===== src/rtl/tqvp_fixmath_engine.sv =====
// Unsigned fixed-point coprocessor for the TinyQV bus: sqrt, sqrtrem, square, multiply,
// multiply-accumulate and hypot on one iterative shift-add multiplier and one digit-by-digit root unit.
module tqvp_fixmath_engine #(
  parameter int WIDTH    = 32,
  parameter int FBITS    = 16,
  parameter int SATURATE = 1
) (
  input  logic        clk,
  input  logic        rst,
  input  logic [7:0]  ui_in,
  output logic [7:0]  uo_out,
  input  logic [5:0]  address,
  input  logic [31:0] data_in,
  input  logic [1:0]  data_write_n,
  input  logic [1:0]  data_read_n,
  output logic [31:0] data_out,
  output logic        data_ready,
  output logic        user_interrupt
);
  localparam int N  = WIDTH + FBITS;
  localparam int RW = N / 2;
  localparam int RB = RW + 2;
  localparam int CW = $clog2(WIDTH);

  typedef enum logic [2:0] {S_IDLE, S_MUL, S_MUL2, S_ADD, S_SQRT, S_WB} state_t;
  state_t fsm_state, state_n;

  logic [3:0]         op;
  logic               ie, done, ovf, err;
  logic [7:0]         cyc, cyc_run;
  logic [WIDTH-1:0]   a, b, c, val, tmp, mcand;
  logic [2*WIDTH-1:0] prod;
  logic [N-1:0]       sq_rad;
  logic [RB-1:0]      sq_rem;
  logic [RW-1:0]      sq_root;
  logic [CW-1:0]      cnt;

  logic        we, wr_ctrl, wr_a, wr_b, wr_c, wr_irqclr;
  logic [31:0] wmask;
  logic [3:0]  op_new;
  logic        op_legal, start_ok, busy, wb, mul_step, mul_last, sq_last, sq_load;

  function automatic logic sqrt_only(input logic [3:0] o);
    return (o == 4'd0) || (o == 4'd1) || (o == 4'd4) || (o == 4'd5);
  endfunction

  function automatic logic [31:0] merge(input logic [31:0] old, input logic [31:0] d,
                                        input logic [31:0] m);
    return (old & ~m) | (d & m);
  endfunction

  always_comb begin
    case (data_write_n)
      2'b00:   wmask = 32'h0000_00FF;
      2'b01:   wmask = 32'h0000_FFFF;
      default: wmask = 32'hFFFF_FFFF;
    endcase
  end

  assign we        = (data_write_n != 2'b11);
  assign wr_ctrl   = we && (address == 6'h00);
  assign wr_a      = we && (address == 6'h04);
  assign wr_b      = we && (address == 6'h08);
  assign wr_c      = we && (address == 6'h0C);
  assign wr_irqclr = we && (address == 6'h10);
  assign op_new    = data_in[3:0];
  assign op_legal  = (op_new <= 4'd8);
  assign start_ok  = wr_ctrl && data_in[4] && !busy && op_legal;
  assign mul_last  = (cnt == CW'(WIDTH - 1));
  assign sq_last   = (cnt == CW'(RW - 1));

  // Multiplier step: product register holds {partial sum, remaining multiplier bits}.
  logic [WIDTH:0]     mul_sum;
  logic [2*WIDTH-1:0] prod_next;
  logic               mul_ovf;
  logic [WIDTH-1:0]   mul_res;
  assign mul_sum   = {1'b0, prod[2*WIDTH-1:WIDTH]} + (prod[0] ? {1'b0, mcand} : '0);
  assign prod_next = {mul_sum, prod[WIDTH-1:1]};
  assign mul_ovf   = |prod_next[2*WIDTH-1:N];
  assign mul_res   = (mul_ovf && SATURATE != 0) ? '1 : prod_next[N-1:FBITS];

  logic [WIDTH:0]   add_sum;
  logic [WIDTH-1:0] add_res;
  assign add_sum = {1'b0, (op == 4'd6) ? tmp : c} + {1'b0, val};
  assign add_res = (add_sum[WIDTH] && SATURATE != 0) ? '1 : add_sum[WIDTH-1:0];

  logic [RB-1:0]    rem_sh, trial, rem_n;
  logic [RW-1:0]    root_n;
  logic             ge;
  logic [WIDTH-1:0] sq_src;
  assign rem_sh = {sq_rem[RB-3:0], sq_rad[N-1:N-2]};
  assign trial  = {sq_root, 2'b01};
  assign ge     = (rem_sh >= trial);
  assign rem_n  = ge ? rem_sh - trial : rem_sh;
  assign root_n = {sq_root[RW-2:0], ge};
  assign sq_src = (fsm_state == S_ADD) ? add_res :
                  ((op_new == 4'd4) || (op_new == 4'd5)) ? c : a;

  always_ff @(posedge clk) begin
    if (rst) fsm_state <= S_IDLE;
    else     fsm_state <= state_n;
  end

  always_comb begin
    state_n = fsm_state;
    case (fsm_state)
      S_IDLE: if (start_ok) state_n = sqrt_only(op_new) ? S_SQRT : S_MUL;
      S_MUL:  if (mul_last) state_n = (op == 4'd6) ? S_MUL2 :
                                      ((op == 4'd3) || (op == 4'd8)) ? S_ADD : S_WB;
      S_MUL2: if (mul_last) state_n = S_ADD;
      S_ADD:  state_n = (op == 4'd6) ? S_SQRT : S_WB;
      S_SQRT: if (sq_last) state_n = S_WB;
      S_WB:   state_n = S_IDLE;
      default: state_n = S_IDLE;
    endcase
  end

  always_comb begin
    busy     = (fsm_state != S_IDLE);
    wb       = (fsm_state == S_WB);
    mul_step = (fsm_state == S_MUL) || (fsm_state == S_MUL2);
    sq_load  = (start_ok && sqrt_only(op_new)) || ((fsm_state == S_ADD) && (op == 4'd6));
  end

  always_ff @(posedge clk) begin
    if (rst) begin
      mcand <= '0; prod <= '0; val <= '0; tmp <= '0;
      sq_rad <= '0; sq_rem <= '0; sq_root <= '0; cnt <= '0; cyc_run <= '0;
    end else begin
      cnt <= ((state_n != fsm_state) || !busy) ? '0 : cnt + 1'b1;
      if (busy) cyc_run <= (cyc_run == 8'hFF) ? 8'hFF : cyc_run + 8'd1;
      if (start_ok) begin
        cyc_run <= '0;
        mcand   <= a;
        prod    <= {{WIDTH{1'b0}}, ((op_new == 4'd7) || (op_new == 4'd8)) ? b : a};
      end
      if (mul_step) prod <= prod_next;
      // Reload for the second square; only op 6 goes on to use it.
      if (fsm_state == S_MUL && mul_last) begin
        val   <= mul_res;
        mcand <= b;
        prod  <= {{WIDTH{1'b0}}, b};
      end
      if (fsm_state == S_MUL2 && mul_last) tmp <= mul_res;
      if (fsm_state == S_ADD) val <= add_res;
      if (sq_load) begin
        sq_rad  <= N'(sq_src) << FBITS;
        sq_rem  <= '0;
        sq_root <= '0;
      end else if (fsm_state == S_SQRT) begin
        sq_rad  <= sq_rad << 2;
        sq_rem  <= rem_n;
        sq_root <= root_n;
        if (sq_last) val <= ((op == 4'd1) || (op == 4'd5)) ? WIDTH'(rem_n) : WIDTH'(root_n);
      end
    end
  end

  always_ff @(posedge clk) begin
    if (rst) begin
      op <= '0; ie <= 1'b0; done <= 1'b0; ovf <= 1'b0; err <= 1'b0; cyc <= '0;
      a <= '0; b <= '0; c <= '0;
    end else begin
      if (wr_ctrl) begin
        ie <= data_in[5];
        if (!busy) op <= op_new;
        else if (data_in[4] || (op_new != op)) err <= 1'b1;
        if (!busy && data_in[4] && !op_legal) err <= 1'b1;
      end
      if (busy && (wr_a || wr_b || wr_c)) err <= 1'b1;
      if (!busy && wr_a) a <= WIDTH'(merge(32'(a), data_in, wmask));
      if (!busy && wr_b) b <= WIDTH'(merge(32'(b), data_in, wmask));
      if (!busy && wr_c) c <= WIDTH'(merge(32'(c), data_in, wmask));
      if (start_ok) begin
        done <= 1'b0; ovf <= 1'b0; err <= 1'b0;
      end
      if (mul_step && mul_last && mul_ovf) ovf <= 1'b1;
      if (fsm_state == S_ADD && add_sum[WIDTH]) ovf <= 1'b1;
      if (wr_irqclr && data_in[0]) done <= 1'b0;
      // A completion on the same edge as an IRQCLR write keeps DONE set.
      if (wb) begin
        c    <= val;
        done <= 1'b1;
        cyc  <= (cyc_run == 8'hFF) ? 8'hFF : cyc_run + 8'd1;
      end
    end
  end

  always_comb begin
    case (address)
      6'h00:   data_out = {8'b0, cyc, 4'b0, err, ovf, done, busy, 2'b0, ie, 1'b0, op};
      6'h04:   data_out = 32'(a);
      6'h08:   data_out = 32'(b);
      6'h0C:   data_out = 32'(c);
      default: data_out = 32'h0;
    endcase
  end

  assign uo_out         = {5'b0, done, busy, 1'b0};
  assign data_ready     = 1'b1;
  assign user_interrupt = done & ie;

  logic unused;
  assign unused = ^{ui_in, data_read_n, prod_next[FBITS-1:0]};
endmodule

===== config.mk =====
export PLATFORM = sky130hd
export DESIGN_NAME = tqvp_fixmath_engine
export DESIGN_NICKNAME = d
export VERILOG_FILES = /design/src/rtl/tqvp_fixmath_engine.sv
export SDC_FILE = /design/constraint.sdc
export NUM_CORES = 1
export LEC_CHECK = 0
export BUFFER_PORTS_ARGS = -buffer_cell sky130_fd_sc_hd__buf_2
export CAP_MARGIN = 25
export CORE_AREA = 2 2 207 209
export CTS_CLUSTER_DIAMETER = 30
export DETAILED_ROUTE_END_ITERATION = 7
export DIE_AREA = 0 0 209 211
export GPL_TIMING_DRIVEN = 0
export PLACE_DENSITY = 0.72
export SLEW_MARGIN = 40
export SYNTH_ARGS = -nofsm -noshare
export SYNTH_HDL_FRONTEND = slang
export SYNTH_SLANG_ARGS = --single-unit
export TNS_END_PERCENT = 20

===== constraint.sdc =====
create_clock -name clk -period 5.6 [get_ports clk]
set_clock_uncertainty 0.1 [all_clocks]
set_input_delay 1.12 -clock clk [delete_from_list [all_inputs] [get_ports clk]]
set_output_delay 1.12 -clock clk [all_outputs]
set_load 0.05 [all_outputs]

==> results.py <==
metrics = {
    "drt": {
        "first_pass_iters": 7,
        "drc": 0,
        "wire_per_inst_um": 26.8,
        "dr_total_vias": 25300,
        "ant_nets": 0,
        "wl_met2_um": 41600,
        "top_layer": "met4",
        "drtIter0Drc": 3696,
        "via_per_inst": 6.72,
        "met3_length_um": 12300,
        "routed_wl_um": 101000,
        "wl_met1_um": 39200,
    },
    "yosys": {
        "ys.warnings.count": 0,
        "ys.flop_type": "dfxtp_1",
        "synth_top_cell_area_share_pct": 32.4,
        "synthesis.area_mm2": 0.0228,
        "synth_seq_cells": 368,
        "synthTopCellsByCount": "475 x nand2_1, 368 x dfxtp_1, 338 x nor2_1, 298 x a21oi_1, 171 x clkbuf_1",
        "yosysTopAreaCell": "dfxtp_1",
        "postSynthAreaPerCell_um2": 7.61,
        "synth_edf_count": 0,
        "synthArstFlopShare_pct": 0,
        "yosys-top-cells-area": "dfxtp_1 32%, nand2_1 7.8%, a21oi_1 6.6%",
        "synth.most_common_cell": "nand2_1",
        "synth_seq_area_share_pct": 32.4,
        "syn_inst": 2988,
        "synth.distinct_cells": 85,
    },
    "sta": {
        "tns_ns": 0,
        "final-hold-violation-count": 0,
        "fin_crit_sh_pct": 98.3,
        "maxSlewViolCount": 0,
        "relSlewSlack_pct": 33.2,
        "period_needed_ns": 5.50,
        "setup_viol": 0,
        "grt_setup_unrepaired": "yes",
        "max_slew.worst_pin.slew_ns": 1.00,
        "fin_hold_ws_ns": 0.352,
        "clock.fmax_mhz": 182,
    },
    "global_routing": {
        "grt_use_total_pct": 44.8,
        "first_global_vias": 23200,
        "antenna_found_initial": 4,
        "grt_pass1_wl_um": 147000,
        "grt.overflow.total": 0,
        "grt_max_degree": 12,
    },
    "setup_path": {
        "cp.required_ns": 5.99,
        "critical_path_arrival_ns": 5.89,
        "worstPathCellList": "clkbuf_1 > nor4b_2 > buf_4 > buf_2 > buf_6 > mux2_2 > ha_1 > inv_1 > fa_1 > nor2b_1 > o31ai_2 > a31oi_2 > a221o_2 > a21o_1 > a221o_2 > a31oi_4 > nand2_1 > o211ai_1 > a21oi_1",
        "critPathKind": "register to register",
        "cpMostUsedCell": "a221o_2",
        "ff2ff_path_depth": 19,
        "slowest_delay_ns": 0.54,
        "critical_path_buf_inv_count": 5,
        "critPathLaunchType": "register",
        "critPathMaxFanout": 10,
        "crit_slowest_cell": "o211ai_1",
        "critPathTopFamily": "compound AO/OA/AOI/OAI gates",
        "cp.depth": 19,
        "worst_setup_path_end_kind": "register",
    },
    "power_and_ir_drop": {
        "p_sw_share_pct": 23.0,
        "p_sw_uw": 1890,
        "seq_power_share_pct": 32.2,
        "p_int_uw": 6330,
        "clock_power_share_pct": 64.6,
        "vdd_drop_max_v": 0.000261,
        "p_comb_share_pct": 3.2,
        "power.density_mw_per_mm2": 305,
        "p_leak_uw": 0.0108,
    },
    "clocking": {
        "path_clk_slew_ns": 0.05,
        "cts_tree": "done",
        "cts_made_buffers": 85,
        "clk_latency_ns": 0.64,
        "cts_buffer_depth": 3,
        "clock-root-buffer": "clkbuf_16",
        "cts_sinks": 368,
        "cts.htree.levels": 3,
    },
    "die": {
        "initial_core_util_pct": 54.5,
        "rows": 75,
        "dieArea_mm2": 0.0441,
        "core-area_mm2": 0.0418,
        "dieWidth_um": 209,
        "pin_count": 94,
        "fp.dieH_um": 211,
    },
    "final_layout": {
        "area_growth_pct": 18.6,
        "layout-drive-gt1-share_pct": 11.4,
        "layoutNonFillerInstCount": 3766,
        "layout.nets": 3300,
    },
    "hold_path": {
        "hold_class": "register to register",
        "hold_depth": 2,
    },
    "placement": {
        "post-place-cells": 3604,
        "port_buffers": 70,
        "post-dp-hpwl_um": 76900,
        "gp_congestion": 1.12,
    },
    "flow_run": {
        "drv_cap": 0,
    },
    "run_status": {
        "status": "finished clean",
    },
}
[worst min-delay path, stage by stage (launching register included)]
cell,delay [ns]
dfxtp_1,0.30
nand2_1,0.05
a21oi_1,0.05
[timing repair]
item,in CTS,in global routing
endpoints found under the setup margin,58,44
buffers inserted,1,1
pin swaps,1,4
resized for setup,11,14
hold buffers,0,0
hold endpoints to repair,0,0
[stage by stage]
stage | util (%) | power, µW | setup slack [ns] | instance area, µm²
3_3_place_gp | 57.0 | 2940 | -1.90 | 23800
6_report | 64.6 | 8220 | 0.0970 | 27000
5_1_grt | 64.6 | 8350 | -0.0315 | 27000
3_5_place_dp | 57.0 | 2940 | -0.780 | 23800
4_1_cts | 64.5 | 8170 | 0.0465 | 26900
2_1_floorplan | - | 2840 | 0.502 | 22800
[per-layer routing]
metal  GRT usage (%)  vias to the layer above
li1                -                    11100
met1            58.1                    12000
met2            66.0                     1771
met3            10.8                      408
met4            30.5                        0
met5               0                        -
[final cells by class]
cell class,count,area [µm²]
fillers,3704,14800
multi-input cells,2351,14400
flip-flops and latches,368,7370
clock buffers,110,2410
plain buffers,221,927
well taps,539,674
clock inverters,49,639
repair buffers,74,378
inverters,52,195
diodes,2,5.00
[power by group through the flow]
| stage | clock network [µW] | logic, µW | registers (µW) |
|---|---|---|---|
| floorplan | 0 | 154 | 2690 |
| global placement | 0 | 248 | 2690 |
| detailed placement | 0 | 250 | 2690 |
| CTS | 5270 | 252 | 2640 |
| global route | 5440 | 274 | 2640 |
| finish | 5310 | 265 | 2640 |
[cell families after synthesis]
family                   synth area share (%)
flip-flops                               32.4
adder cells (fa/ha/maj)                  5.29
AND/OR/NAND/NOR                          22.4
buffers and inverters                    4.85
other                                  0.0330
XOR/XNOR                                 2.96
multiplexers                             7.95
AO/OA/AOI/OAI                            24.1
[layout by cell type, fill, tap and decap left out, types with 89 or more instances in the layout]
cell        n
a211oi_1  106
a21oi_1   297
buf_2      89
clkbuf_1  172
dfxtp_1   367
ha_1       93
nand2_1   475
nor2_1    337
nor3_1     89
o21ai_0   118
[path summary, 6_finish.rpt]
check | start | endpoint | slack [ns]
hold / removal | sq_rad[22]$_SDFFE_PP0P_ | sq_rad[22]$_SDFFE_PP0P_ | 0.35
hold reg to reg | sq_rad[22]$_SDFFE_PP0P_ | sq_rad[22]$_SDFFE_PP0P_ | 0.35
setup / recovery | op[0]$_SDFFE_PP0P_ | sq_rad[42]$_SDFFE_PP0P_ | 0.1
setup reg to reg | op[0]$_SDFFE_PP0P_ | sq_rad[42]$_SDFFE_PP0P_ | 0.1
Note: power is estimated with default switching activity, not from simulation.
